**src/rtl/cache_req_pkg.sv**
```systemverilog
// Shared types for the CPU-side cache request driver: FSM states,
// the queued command record and the datapath widths.
package cache_req_pkg;

    localparam int ADDR_W = 32;
    localparam int DATA_W = 32;
    localparam int BYTE_W = 8;

    typedef enum logic [1:0] {
        IDLE  = 2'd0,
        ISSUE = 2'd1,
        RESP  = 2'd2,
        WAIT  = 2'd3
    } state_e;

    // 65-bit command as it sits in the FIFO and in the request registers
    typedef struct packed {
        logic              write;
        logic [ADDR_W-1:0] addr;
        logic [DATA_W-1:0] wdata;
    } cmd_t;

endpackage

```
**src/rtl/cache_req_fifo.sv**
```systemverilog
// Command FIFO for the request driver. DEPTH must be a power of two;
// pointers carry one extra wrap bit so full and empty are distinguishable
// without a separate occupancy counter.
module cache_req_fifo
    import cache_req_pkg::*;
#(
    parameter int DEPTH = 4
) (
    input  logic clk,
    input  logic rst,
    input  logic push_i,
    input  cmd_t push_data_i,
    input  logic pop_i,
    output cmd_t head_o,
    output logic full_o,
    output logic empty_o
);

    localparam int AW = $clog2(DEPTH);

    cmd_t          mem_q [DEPTH];
    logic [AW:0]   wptr_q, wptr_d;
    logic [AW:0]   rptr_q, rptr_d;
    logic          do_push, do_pop;

    assign empty_o = (wptr_q == rptr_q);
    assign full_o  = (wptr_q[AW] != rptr_q[AW]) && (wptr_q[AW-1:0] == rptr_q[AW-1:0]);
    assign do_push = push_i && !full_o;
    assign do_pop  = pop_i && !empty_o;
    assign head_o  = mem_q[rptr_q[AW-1:0]];

    // Pointer advance; push and pop are independent so a simultaneous pair
    // leaves the occupancy unchanged.
    always_comb begin
        wptr_d = wptr_q;
        rptr_d = rptr_q;
        if (do_push) wptr_d = wptr_q + 1'b1;
        if (do_pop)  rptr_d = rptr_q + 1'b1;
    end

    // Pointer registers, cleared by reset so queued commands are discarded
    always_ff @(posedge clk or negedge rst) begin
        if (!rst) begin
            wptr_q <= '0;
            rptr_q <= '0;
        end else begin
            wptr_q <= wptr_d;
            rptr_q <= rptr_d;
        end
    end

    // Storage array; contents are don't-care while the slot is not occupied
    always_ff @(posedge clk) begin
        if (do_push) mem_q[wptr_q[AW-1:0]] <= push_data_i;
    end

endmodule

```
**src/rtl/cache_cpu_req_driver.sv**
```systemverilog
// CPU-side request initiator for the cache. Commands are queued, issued one
// at a time on the cache CPU port, held until cpu_ready, and answered with
// one response each, in order.
// Optional feature: CACHE_REQ_TIMEOUT_EN adds a per-request timeout that
// ends a stuck request with rsp_err=1.
module cache_cpu_req_driver
    import cache_req_pkg::*;
#(
    parameter int DEPTH   = 4,
    parameter int GAP     = 1,
    parameter int TIMEOUT = 1023
) (
    input  logic              clk,
    input  logic              rst,
    input  logic              cmd_valid,
    output logic              cmd_ready,
    input  logic              cmd_write,
    input  logic [ADDR_W-1:0] cmd_addr,
    input  logic [DATA_W-1:0] cmd_wdata,
    output logic              rsp_valid,
    input  logic              rsp_ready,
    output logic [BYTE_W-1:0] rsp_data,
    output logic              rsp_write,
    output logic              rsp_err,
    output logic              cpu_read,
    output logic              cpu_write,
    output logic [ADDR_W-1:0] cpu_address,
    output logic [DATA_W-1:0] cpu_wdata,
    input  logic [BYTE_W-1:0] cpu_data_in,
    input  logic              cpu_ready,
    output logic              busy
);

    localparam int GW = (GAP > 1) ? $clog2(GAP) : 1;

    state_e            state_q, state_d;
    cmd_t              req_q, req_d;
    logic [BYTE_W-1:0] data_q, data_d;
    logic              err_q, err_d;
    logic [GW-1:0]     gap_q, gap_d;

    cmd_t              cmd_in;
    cmd_t              fifo_head;
    logic              fifo_pop, fifo_full, fifo_empty;

`ifdef CACHE_REQ_TIMEOUT_EN
    localparam int TW = (TIMEOUT > 1) ? $clog2(TIMEOUT) : 1;
    logic [TW-1:0]     tmo_q, tmo_d;
`endif

    assign cmd_in = '{write: cmd_write, addr: cmd_addr, wdata: cmd_wdata};

    cache_req_fifo #(
        .DEPTH (DEPTH)
    ) u_fifo (
        .clk         (clk),
        .rst         (rst),
        .push_i      (cmd_valid),
        .push_data_i (cmd_in),
        .pop_i       (fifo_pop),
        .head_o      (fifo_head),
        .full_o      (fifo_full),
        .empty_o     (fifo_empty)
    );

    // Outputs decode straight from registered state, so an async reset drops
    // the request lines at once.
    assign cmd_ready   = !fifo_full;
    assign cpu_read    = (state_q == ISSUE) && !req_q.write;
    assign cpu_write   = (state_q == ISSUE) &&  req_q.write;
    assign cpu_address = req_q.addr;
    assign cpu_wdata   = req_q.wdata;
    assign rsp_valid   = (state_q == RESP);
    assign rsp_data    = data_q;
    assign rsp_write   = req_q.write;
    assign busy        = (state_q != IDLE) || !fifo_empty;
`ifdef CACHE_REQ_TIMEOUT_EN
    assign rsp_err     = err_q;
`else
    assign rsp_err     = 1'b0;
`endif

    // Next-state: pop/issue, wait for the cache, hold the response, then idle
    // for GAP cycles before the next request.
    always_comb begin
        state_d  = state_q;
        req_d    = req_q;
        data_d   = data_q;
        err_d    = err_q;
        gap_d    = gap_q;
        fifo_pop = 1'b0;
`ifdef CACHE_REQ_TIMEOUT_EN
        tmo_d    = tmo_q;
`endif
        case (state_q)
            IDLE: begin
                if (!fifo_empty) begin
                    fifo_pop = 1'b1;
                    req_d    = fifo_head;
                    state_d  = ISSUE;
`ifdef CACHE_REQ_TIMEOUT_EN
                    tmo_d    = '0;
`endif
                end
            end
            ISSUE: begin
                // cpu_ready has priority over an expiring timeout
                if (cpu_ready) begin
                    data_d  = req_q.write ? '0 : cpu_data_in;
                    err_d   = 1'b0;
                    state_d = RESP;
                end
`ifdef CACHE_REQ_TIMEOUT_EN
                else if (tmo_q == TW'(TIMEOUT - 1)) begin
                    data_d  = '0;
                    err_d   = 1'b1;
                    state_d = RESP;
                end else begin
                    tmo_d   = tmo_q + 1'b1;
                end
`endif
            end
            RESP: begin
                if (rsp_ready) begin
                    gap_d   = '0;
                    state_d = WAIT;
                end
            end
            WAIT: begin
                if (gap_q == GW'(GAP - 1)) state_d = IDLE;
                else                       gap_d   = gap_q + 1'b1;
            end
            default: state_d = IDLE;
        endcase
    end

    // State and request/capture registers
    always_ff @(posedge clk or negedge rst) begin
        if (!rst) begin
            state_q <= IDLE;
            req_q   <= '0;
            data_q  <= '0;
            err_q   <= 1'b0;
            gap_q   <= '0;
        end else begin
            state_q <= state_d;
            req_q   <= req_d;
            data_q  <= data_d;
            err_q   <= err_d;
            gap_q   <= gap_d;
        end
    end

`ifdef CACHE_REQ_TIMEOUT_EN
    // Cycles spent in ISSUE for the current request
    always_ff @(posedge clk or negedge rst) begin
        if (!rst) tmo_q <= '0;
        else      tmo_q <= tmo_d;
    end
`endif

endmodule

```
**config.mk**
```make
export PLATFORM = sky130hd
export DESIGN_NAME = cache_cpu_req_driver
export DESIGN_NICKNAME = d
export VERILOG_FILES = /design/src/rtl/cache_req_pkg.sv /design/src/rtl/cache_req_fifo.sv /design/src/rtl/cache_cpu_req_driver.sv
export SDC_FILE = /design/constraint.sdc
export NUM_CORES = 1
export LEC_CHECK = 0
export BUFFER_PORTS_ARGS = -buffer_cell sky130_fd_sc_hd__buf_4
export CAP_MARGIN = 30
export CORE_AREA = 2 2 181 148
export DETAILED_ROUTE_END_ITERATION = 10
export DIE_AREA = 0 0 183 150
export GPL_TIMING_DRIVEN = 0
export PLACE_DENSITY_LB_ADDON = 0.15
export SLEW_MARGIN = 20
export SYNTH_ARGS = -nofsm -noshare
export SYNTH_HDL_FRONTEND = slang
export SYNTH_SLANG_ARGS = --single-unit
```
**constraint.sdc**
```tcl
create_clock -name clk -period 4.3 [get_ports clk]
set_input_delay 0.645 -clock clk [delete_from_list [all_inputs] [get_ports clk]]
set_output_delay 0.645 -clock clk [all_outputs]
set_load 0.02 [all_outputs]
```
# After elaboration in Yosys (flattened, before gate mapping)
# Memory sizes are Yosys's and may differ from the RTL's. A register that Yosys moved wholly into a read port is not among the register bits.
# Cells that the tools add are included.
[word_totals]
ff_bits = 17
ramBits = 260
inputBits = 78
out_inout_bits = 79
elab_cells = 50
mem_count = 1
[mem_list]
columns = ["name", "depth", "width", "rd", "rd_clocked_by_memory_dff", "write_ports", "line_no", "text"]
rows = [
  ["u_fifo.mem_q", 4, 65, 1, 1, 1, "cache_req_fifo.sv:21", "cmd_t mem_q [DEPTH];"],
]
[classes]
add_sub_neg = 3
n_eq_ne = 10
mux = 13
n_bitwise = 1
reduce_logical = 17
[ops]
columns = ["cell", "n"]
rows = [
  ["$mux W2", 4],
  ["$mux W8", 1],
  ["$pmux W2 S4", 1],
  ["$add A3 B1 Y3 const B", 2],
  ["$mux W1", 6],
  ["$ne A2 B2 Y1 const B", 3],
  ["$reduce_and A2 Y1", 3],
  ["$logic_and A1 B1 Y1", 5],
  ["$eq A2 B2 Y1 const B", 2],
  ["$logic_not A1 Y1", 4],
  ["$reduce_and A4 Y1", 1],
  ["$reduce_bool A2 Y1", 2],
  ["$eq A3 B3 Y1", 1],
  ["$eq A2 B1 Y1 const B", 1],
  ["$eq A2 B2 Y1", 1],
  ["$logic_not A2 Y1", 1],
  ["$ne A2 B1 Y1 const B", 1],
  ["$pmux W1 S2", 1],
  ["$add A1 B1 Y1 const B", 1],
  ["$logic_or A1 B1 Y1", 1],
  ["$ne A1 B1 Y1", 1],
  ["$not A1 Y1", 1],
]

# Depth between registers and ports, before layout
# Gate-level depths: netlist of the first run.
[logic_depth]
depth_word = 6
mapped_depth = 7

# By module
# From an unflattened synthesis of the first run, not the netlist that was laid out.
[unflattened]
hier_cells = 582
area_unflattened_um2 = 12992.5
[modules_own_cells]
columns = ["module", "n_inst", "cells_each", "area_per_inst_um2"]
rows = [
  ["cache_req_fifo", 1, 389, 9845.7],
  ["cache_cpu_req_driver", 1, 193, 3146.8],
]

# Least setup slack after synthesis of the first run
# No wires, ideal clock.
[synth_path]
path_type = "flip-flop to flip-flop"
startpoint = "reg u_fifo.rptr_q[0]"
endpoint = "mem u_fifo.mem_q[3][0] in the netlist's numbering, enable pin"
setup_time_ps = 432
t_arrival_ps = 2579
required_ps = 3868
setup_slack_ps = 1289
path_stages_with_launch = 5
n_path_buf = 1
synth_period_minus_slack_ps = 3011
cell_sequence = "dfrtp_1 -> buf_2 -> xnor2_1 -> nand3b_1 -> and3_1"
[synth_between]
elab_chain_cells = 6
[synth_rtl]
columns = ["element", "line_no", "text"]
rows = [
  ["start, declared", "cache_req_fifo.sv:23", "logic [AW:0] rptr_q, rptr_d;"],
  ["start signal, assigned", "cache_req_fifo.sv:48", "rptr_q <= rptr_d;"],
  ["$eq A2 B2 Y1", "cache_req_fifo.sv:27", "assign full_o = (wptr_q[AW] != rptr_q[AW]) && (wptr_q[AW-1:0] == rptr_q[AW-1:0]);"],
  ["$logic_and A1 B1 Y1", "cache_req_fifo.sv:27", ""],
  ["$logic_not A1 Y1", "--", ""],
  ["net cmd_ready", "cache_cpu_req_driver.sv:16", "output logic cmd_ready,"],
  ["$logic_and A1 B1 Y1", "cache_req_fifo.sv:28", "assign do_push = push_i && !full_o;"],
  ["$mux W1", "cache_req_fifo.sv:54", "if (do_push) mem_q[wptr_q[AW-1:0]] <= push_data_i;"],
  ["$mux W1 (not written as such)", "cache_req_fifo.sv:54", ""],
  ["end, declared", "cache_req_fifo.sv:21", ""],
]
# The timed path passes the listed nets, and every way through them passes these cells.

# Worst setup path after layout of the first run
[layout_path]
startpoint = "reg u_fifo.rptr_q[0]"
endpoint = "out cmd_ready"
[layout_between]
elab_chain_cells = 3
[layout_rtl]
columns = ["element", "line_no", "text"]
rows = [
  ["$eq A2 B2 Y1", "cache_req_fifo.sv:27", ""],
  ["$logic_and A1 B1 Y1", "cache_req_fifo.sv:27", ""],
  ["$logic_not A1 Y1", "cache_cpu_req_driver.sv:68", "assign cmd_ready = !fifo_full;"],
  ["end, declared", "cache_cpu_req_driver.sv:16", ""],
]
# No other way between the ends.

==> results of run 1 <==
[stage by stage]
step | hold WS [ns] | instance area, um2 | std cells
final | 0.232 | 15500 | 1115
after global routing | 0.298 | 15500 | 1115
after CTS | 0.261 | 15500 | 1115
after detailed placement | 0.478 | 14300 | 1052
after global placement | 0.466 | 14200 | 1048
after floorplan | 0.349 | 12700 | 563
[flip-flops by register name (all words and copies together) (netlist names)]
register and flops:
cpu_address 32, u_fifo.wptr_q 3, u_fifo.rptr_q 3, state_q 2, rsp_data 8, cpu_wdata 32
rsp_write 1, u_fifo.mem_q 260
[power by group through the flow]
stage	logic [W]	clock network (W)	registers [W]
floorplan	0.00224	0	0.00536
global placement	0.00392	0	0.00503
detailed placement	0.00409	0	0.00502
CTS	0.00410	0.00303	0.00496
global route	0.00432	0.00318	0.00504
finish	0.00400	0.00296	0.00495
[Yosys cell counts]
library cell,number,area (um2)
a31o_2,1,8.76
and2_1,1,6.26
and3_1,4,25.0
buf_2,8,40.0
buf_4,1,7.51
buf_6,8,90.1
clkbuf_1,8,30.0
conb_1,1,3.75
dfrtp_1,81,2030
edfxtp_1,260,7810
ha_1,9,113
inv_1,8,30.0
mux2_1,9,101
mux2_2,59,664
mux2i_1,1,10.0
mux4_2,65,1460
nand2_1,10,37.5
nand2b_1,8,50.1
nand3b_1,1,7.51
nand4_1,1,6.26
nor2_1,3,11.3
o21ai_0,8,40.0
o221ai_1,1,8.76
xnor2_1,5,43.8
xor2_1,2,17.5
[cells by family after synthesis]
family          Yosys count  synth area share (%)
simple gates             28                  1.14
other cells               1                0.0296
compound gates           10                 0.455
buf+inv                  33                  1.56
mux                     134                  17.7
flops                   341                  77.7
xor+xnor                  7                 0.485
fa+ha+maj                 9                 0.890
[layer usage]
metal | share of wire, % | vias up
met5 | 0 | -
met4 | 1.8 | 0
met3 | 7.1 | 34
met2 | 48 | 177
met1 | 43 | 3115
li1 | - | 2647
[path summary, 6_finish.rpt]
path / startpoint / depth (start not counted) / end
setup reg to reg: u_fifo.rptr_q[0]$_DFFE_PN0P_ / 5 / u_fifo.mem_q[1][5]$_DFFE_PP_
max in group asynchronous: rst / 1 / cpu_address[14]$_DFFE_PN0P_
min in group clk: cmd_wdata[24] / 1 / u_fifo.mem_q[1][24]$_DFFE_PP_
hold reg to reg: rsp_data[6]$_DFFE_PN0P_ / 2 / rsp_data[6]$_DFFE_PN0P_
setup / recovery: u_fifo.rptr_q[0]$_DFFE_PN0P_ / 4 / cmd_ready
hold / removal: rst / 1 / cpu_address[2]$_DFFE_PN0P_
[area by class of cell]
cell class                 count  area, um2
sequential                   341       9830
multi-input combinational    189       2640
inverter                       8       30.0
clock inverter                10        109
fill                        1868      10200
tap                          330        413
timing repair buffer         159       1260
buffer                        25        168
clock buffer                  53       1040
==> out/results.txt, run 1 <==
status = complete, no violations
Max-Slew Margin vs Limit = 42.8%
Cell Int Power = 0.00833 W
largest net degree at the start of global routing = 82
Buffers on Ports = 155
Rows = 53
Worst EP required = 3.65 ns
Die Wd = 183 um
Worst path slowest cell = dfrtp_1
commonest non-fill, non-tap cells in the layout = edfxtp_1, buf_4, dfrtp_1, mux4_2, mux2_2
via count = 5973
CP peak stage delay = 0.38 ns
largest fanout on the critical path = 6
#FFs+latches synth = 341
clock skew = 0.0119 ns
WP buf/inv = 2
RSZ-0062 raised after global routing = false
Resized cells post-CTS = 0
DRC viols = 0
Worst-Margin Slew = 0.857 ns
overall power = 0.0119 W
CTS clk-pin slew, worst paths = 0.06 ns
syn_area_per_cell = 22.5 um2
Clock Tree Root = clkbuf_16
Flop pwr share = 41.5%
Power Density = 768 nW/um2
RD Place Congestion = 0.769
fmax = 0.414 GHz
post-synthesis cell type count = 25
synth warn = 0
CTS hold repair buffers = 0
Peak VDD IR = 0.000483 V
CTS Sinks = 341
# Post-CTS Setup Buffers = 0
Setup-failing EPs final = 0
initial DRC count = 347
die area = 27500 um2
GR Util met2 = 29.7%
vias in the first global route = 6543
Routed Antenna Nets = 0
Syn Inst Count = 563
M3 GR Usage = 4.94%
critical path type = reg -> out
CTS tree = built
setup TNS = 0 ns
Post-DP HPWL = 14500 um
Congestion Overflow GR = 0
worst hold path type = in -> async
Post-Route Utilization = 60.2%
register area share after synthesis = 77.7%
syn nets = 650
power share of the clock group = 24.8%
Global Route Usage Sum = 18.2%
combinational power share = 33.6%
Vias per Instance = 5.36
Crit. End Element = output pin
# diodes = 0
CP Launch Type = register
Most Used Layer, Global Route = met2
I/O pins = 157
most common cell after layout, fill and taps aside = edfxtp_1
setup ws final = 1.88 ns
Reg2Reg Setup Slack = 2.06 ns
H-tree Lvls = 2
arrival time worst endpoint = 1.77 ns
Net Sw Power = 0.00357 W
Switching Share = 30.0%
top cell family by delay on the critical path = buffers and inverters
final period demand of the worst path = 2.42 ns
Post-Place Worst Slack = 2.02 ns
core footprint = 25700 um2
max cap viols = 0
initial antenna violation count = 0
layout cells sized above 1 = 45.2%
Routed WL = 24100 um
clk buf depth = 3
area grow syn2layout = 22.5%
Starting Density = 49.2%
met1 Track Usage GR = 24.4%
Leakage = 5.70 nW
final hold vios = 0
Final period util = 56.2%
Slew Limit Fails = 0
Die Y = 150 um
CTS buffer count = 35
First-pass DRT Iterations = 4
Clock Latency Late Sink = 0.50 ns
WL per Instance = 21.6 um
first-pass GRT wire length = 37000 um
nets@finish = 846
CP Cell Sequence = buf_2, xnor2_1, nand3b_1, buf_4
Cell Area, Synth = 12700 um2
Note: power is estimated with default switching activity, not from simulation.
==> inputs of run 2 (changes only) <==
clock period = 2.3 ns   (was 4.3 ns; I/O delays follow)
==> run 2 against run 1 <==
- worst hold slack worse by 0.19 ns
- non-clock buffer count up 2
- count of clock-buffer cells in the layout up 3
- clock power up 82%
- combinational power up 88%
- sequential power up 86%
- critical endpoint is now cpu_address[6]$_DFFE_PN0P_
- largest cell class unchanged
- largest power group unchanged
==> out/results.txt, run 2 (synthesized netlist as in run 1, its figures left out) <==
top cell family by delay on the critical path = buffers and inverters
R2R Path End = cpu_address[6]$_DFFE_PN0P_
GR Util met2 = 29.2%
Max-Slew Margin vs Limit = 50.0%
final hold vios = 0
DRC viols = 0
initial DRC count = 296
WP buf/inv = 2
CP peak stage delay = 0.62 ns
Clock Latency Late Sink = 0.50 ns
largest net degree at the start of global routing = 82
first-pass GRT wire length = 36300 um
clk buf depth = 3
fmax = 0.454 GHz
Cell Int Power = 0.0155 W
vias in the first global route = 6440
CP Cell Sequence = buf_2, clkbuf_1, mux4_2, mux2_2
CTS Sinks = 341
Buffers on Ports = 155
layout cells sized above 1 = 45.4%
Worst-Margin Slew = 0.749 ns
core footprint = 25700 um2
area grow syn2layout = 22.7%
Congestion Overflow GR = 0
combinational power share = 33.9%
Crit. End Element = register
clock skew = 0.00705 ns
# Post-CTS Setup Buffers = 0
setup ws final = 0.0979 ns
Clock Tree Root = clkbuf_16
CTS tree = built
Rows = 53
Worst EP required = 2.68 ns
via count = 5978
arrival time worst endpoint = 2.59 ns
initial antenna violation count = 0
number of flip-flops in the largest register = 260
setup TNS = 0 ns
CP Launch Type = register
Peak VDD IR = 0.000858 V
Die Wd = 183 um
Final period util = 95.7%
nets@finish = 848
WL per Instance = 21.4 um
RD Place Congestion = 0.762
Switching Share = 30.0%
Most Used Layer, Global Route = met2
Die Y = 150 um
Worst path slowest cell = clkbuf_1
Critical path destination = cpu_address[6]$_DFFE_PN0P_
most common cell after layout, fill and taps aside = edfxtp_1
status = complete, no violations
Starting Density = 49.2%
Routed Antenna Nets = 0
commonest non-fill, non-tap cells in the layout = edfxtp_1, buf_4, dfrtp_1, mux4_2, mux2_2
critical path type = reg -> reg
Critical Path Start = u_fifo.rptr_q[1]$_DFFE_PN0P_
H-tree Lvls = 2
minimum hold slack = 0.0428 ns
die area = 27500 um2
Reg2Reg Setup Slack = 0.1 ns
final period demand of the worst path = 2.20 ns
I/O pins = 157
Levels on crit path = 4
cell depth of the worst flop-to-flop path = 4
power share of the clock group = 24.3%
Net Sw Power = 0.00663 W
hold path startpoint = cmd_wdata[4]
Power Density = 1420 nW/um2
Setup-failing EPs final = 0
reg2reg start = u_fifo.rptr_q[1]$_DFFE_PN0P_
largest fanout on the critical path = 10
Post-DP HPWL = 14300 um
Leakage = 5.71 nW
Vias per Instance = 5.35
CTS buffer count = 35
Slew Limit Fails = 0
Flop pwr share = 41.7%
First-pass DRT Iterations = 5
met1 Track Usage GR = 23.7%
Global Route Usage Sum = 17.8%
M3 GR Usage = 4.55%
Post-Place Worst Slack = 0.0664 ns
Post-Route Utilization = 60.3%
max cap viols = 0
Routed WL = 23900 um
CTS clk-pin slew, worst paths = 0.06 ns
worst hold path type = in -> reg
==> run 2: cell count changes in the layout (fill, tap and decap cells not counted), moves of 2 or more <==
cell | previous run | this run
buf_16 | 2 | 5
buf_12 | 2 | 0
bufinv_16 | 2 | 0
xnor2_1 | 5 | 3
xnor2_2 | 0 | 2
==> run 2: power by group through the flow <==
| stage | clock (W) | sequential (W) | combinational (W) |
|---|---|---|---|
| 2_1_floorplan | 0 | 0.00998 | 0.00420 |
| 5_1_grt | 0.00576 | 0.00940 | 0.00810 |
| 6_report | 0.00538 | 0.00923 | 0.00751 |
| 3_5_place_dp | 0 | 0.00936 | 0.00766 |
| 4_1_cts | 0.00553 | 0.00925 | 0.00768 |
| 3_3_place_gp | 0 | 0.00932 | 0.00733 |
==> run 2: stage by stage <==
stage               power [W]  area (um2)  std cells
detailed placement     0.0170       14400       1052
global placement       0.0166       14200       1048
CTS                    0.0225       15500       1115
finish                 0.0221       15500       1117
global route           0.0233       15500       1116
floorplan              0.0142       12700        563
==> run 2: timing repair <==
| item | in CTS | in global routing |
|---|---|---|
| setup endpoints to repair | 0 | 37 |
| endpoints found under the hold margin | 81 | 0 |
| hold buffers | 1 | 0 |
| resized for setup | 0 | 2 |
==> run 2: metal layers <==
layer / share of wire (%) / wire length [um]
met1: 42 / 10100
met4: 2.4 / 569
met3: 6.5 / 1550
met5: 0 / 0
met2: 49 / 11600
==> run 2: area by class of cell <==
cell class,instances,area (um2)
antenna,1,2.50
buffer,25,168
clock buffer,56,1080
clock inverter,6,28.8
fill,1864,10200
inverter,8,30.0
multi-input combinational,189,2650
sequential,341,9830
tap,330,413
timing repair buffer,161,1320
==> run 2: worst min-delay path by stage <==
stage	to	cells past startpoint	slack [ns]
final	u_fifo.mem_q[1][4]$_DFFE_PP_	1	0.04
after floorplan	cpu_address[0]$_DFFE_PN0P_	0	0.05
after CTS	u_fifo.mem_q[1][29]$_DFFE_PP_	1	0.02
after detailed placement	rsp_data[7]$_DFFE_PN0P_	2	0.48
after global routing	u_fifo.mem_q[3][1]$_DFFE_PP_	1	0.02
after global placement	rsp_data[7]$_DFFE_PN0P_	2	0.46
==> run 2: worst reg2reg max path, delay by kind of cell, from the launching register on <==
family	cells	cell delay, ns
buf+inv	2	0.98
flops	1	0.43
mux	2	0.68
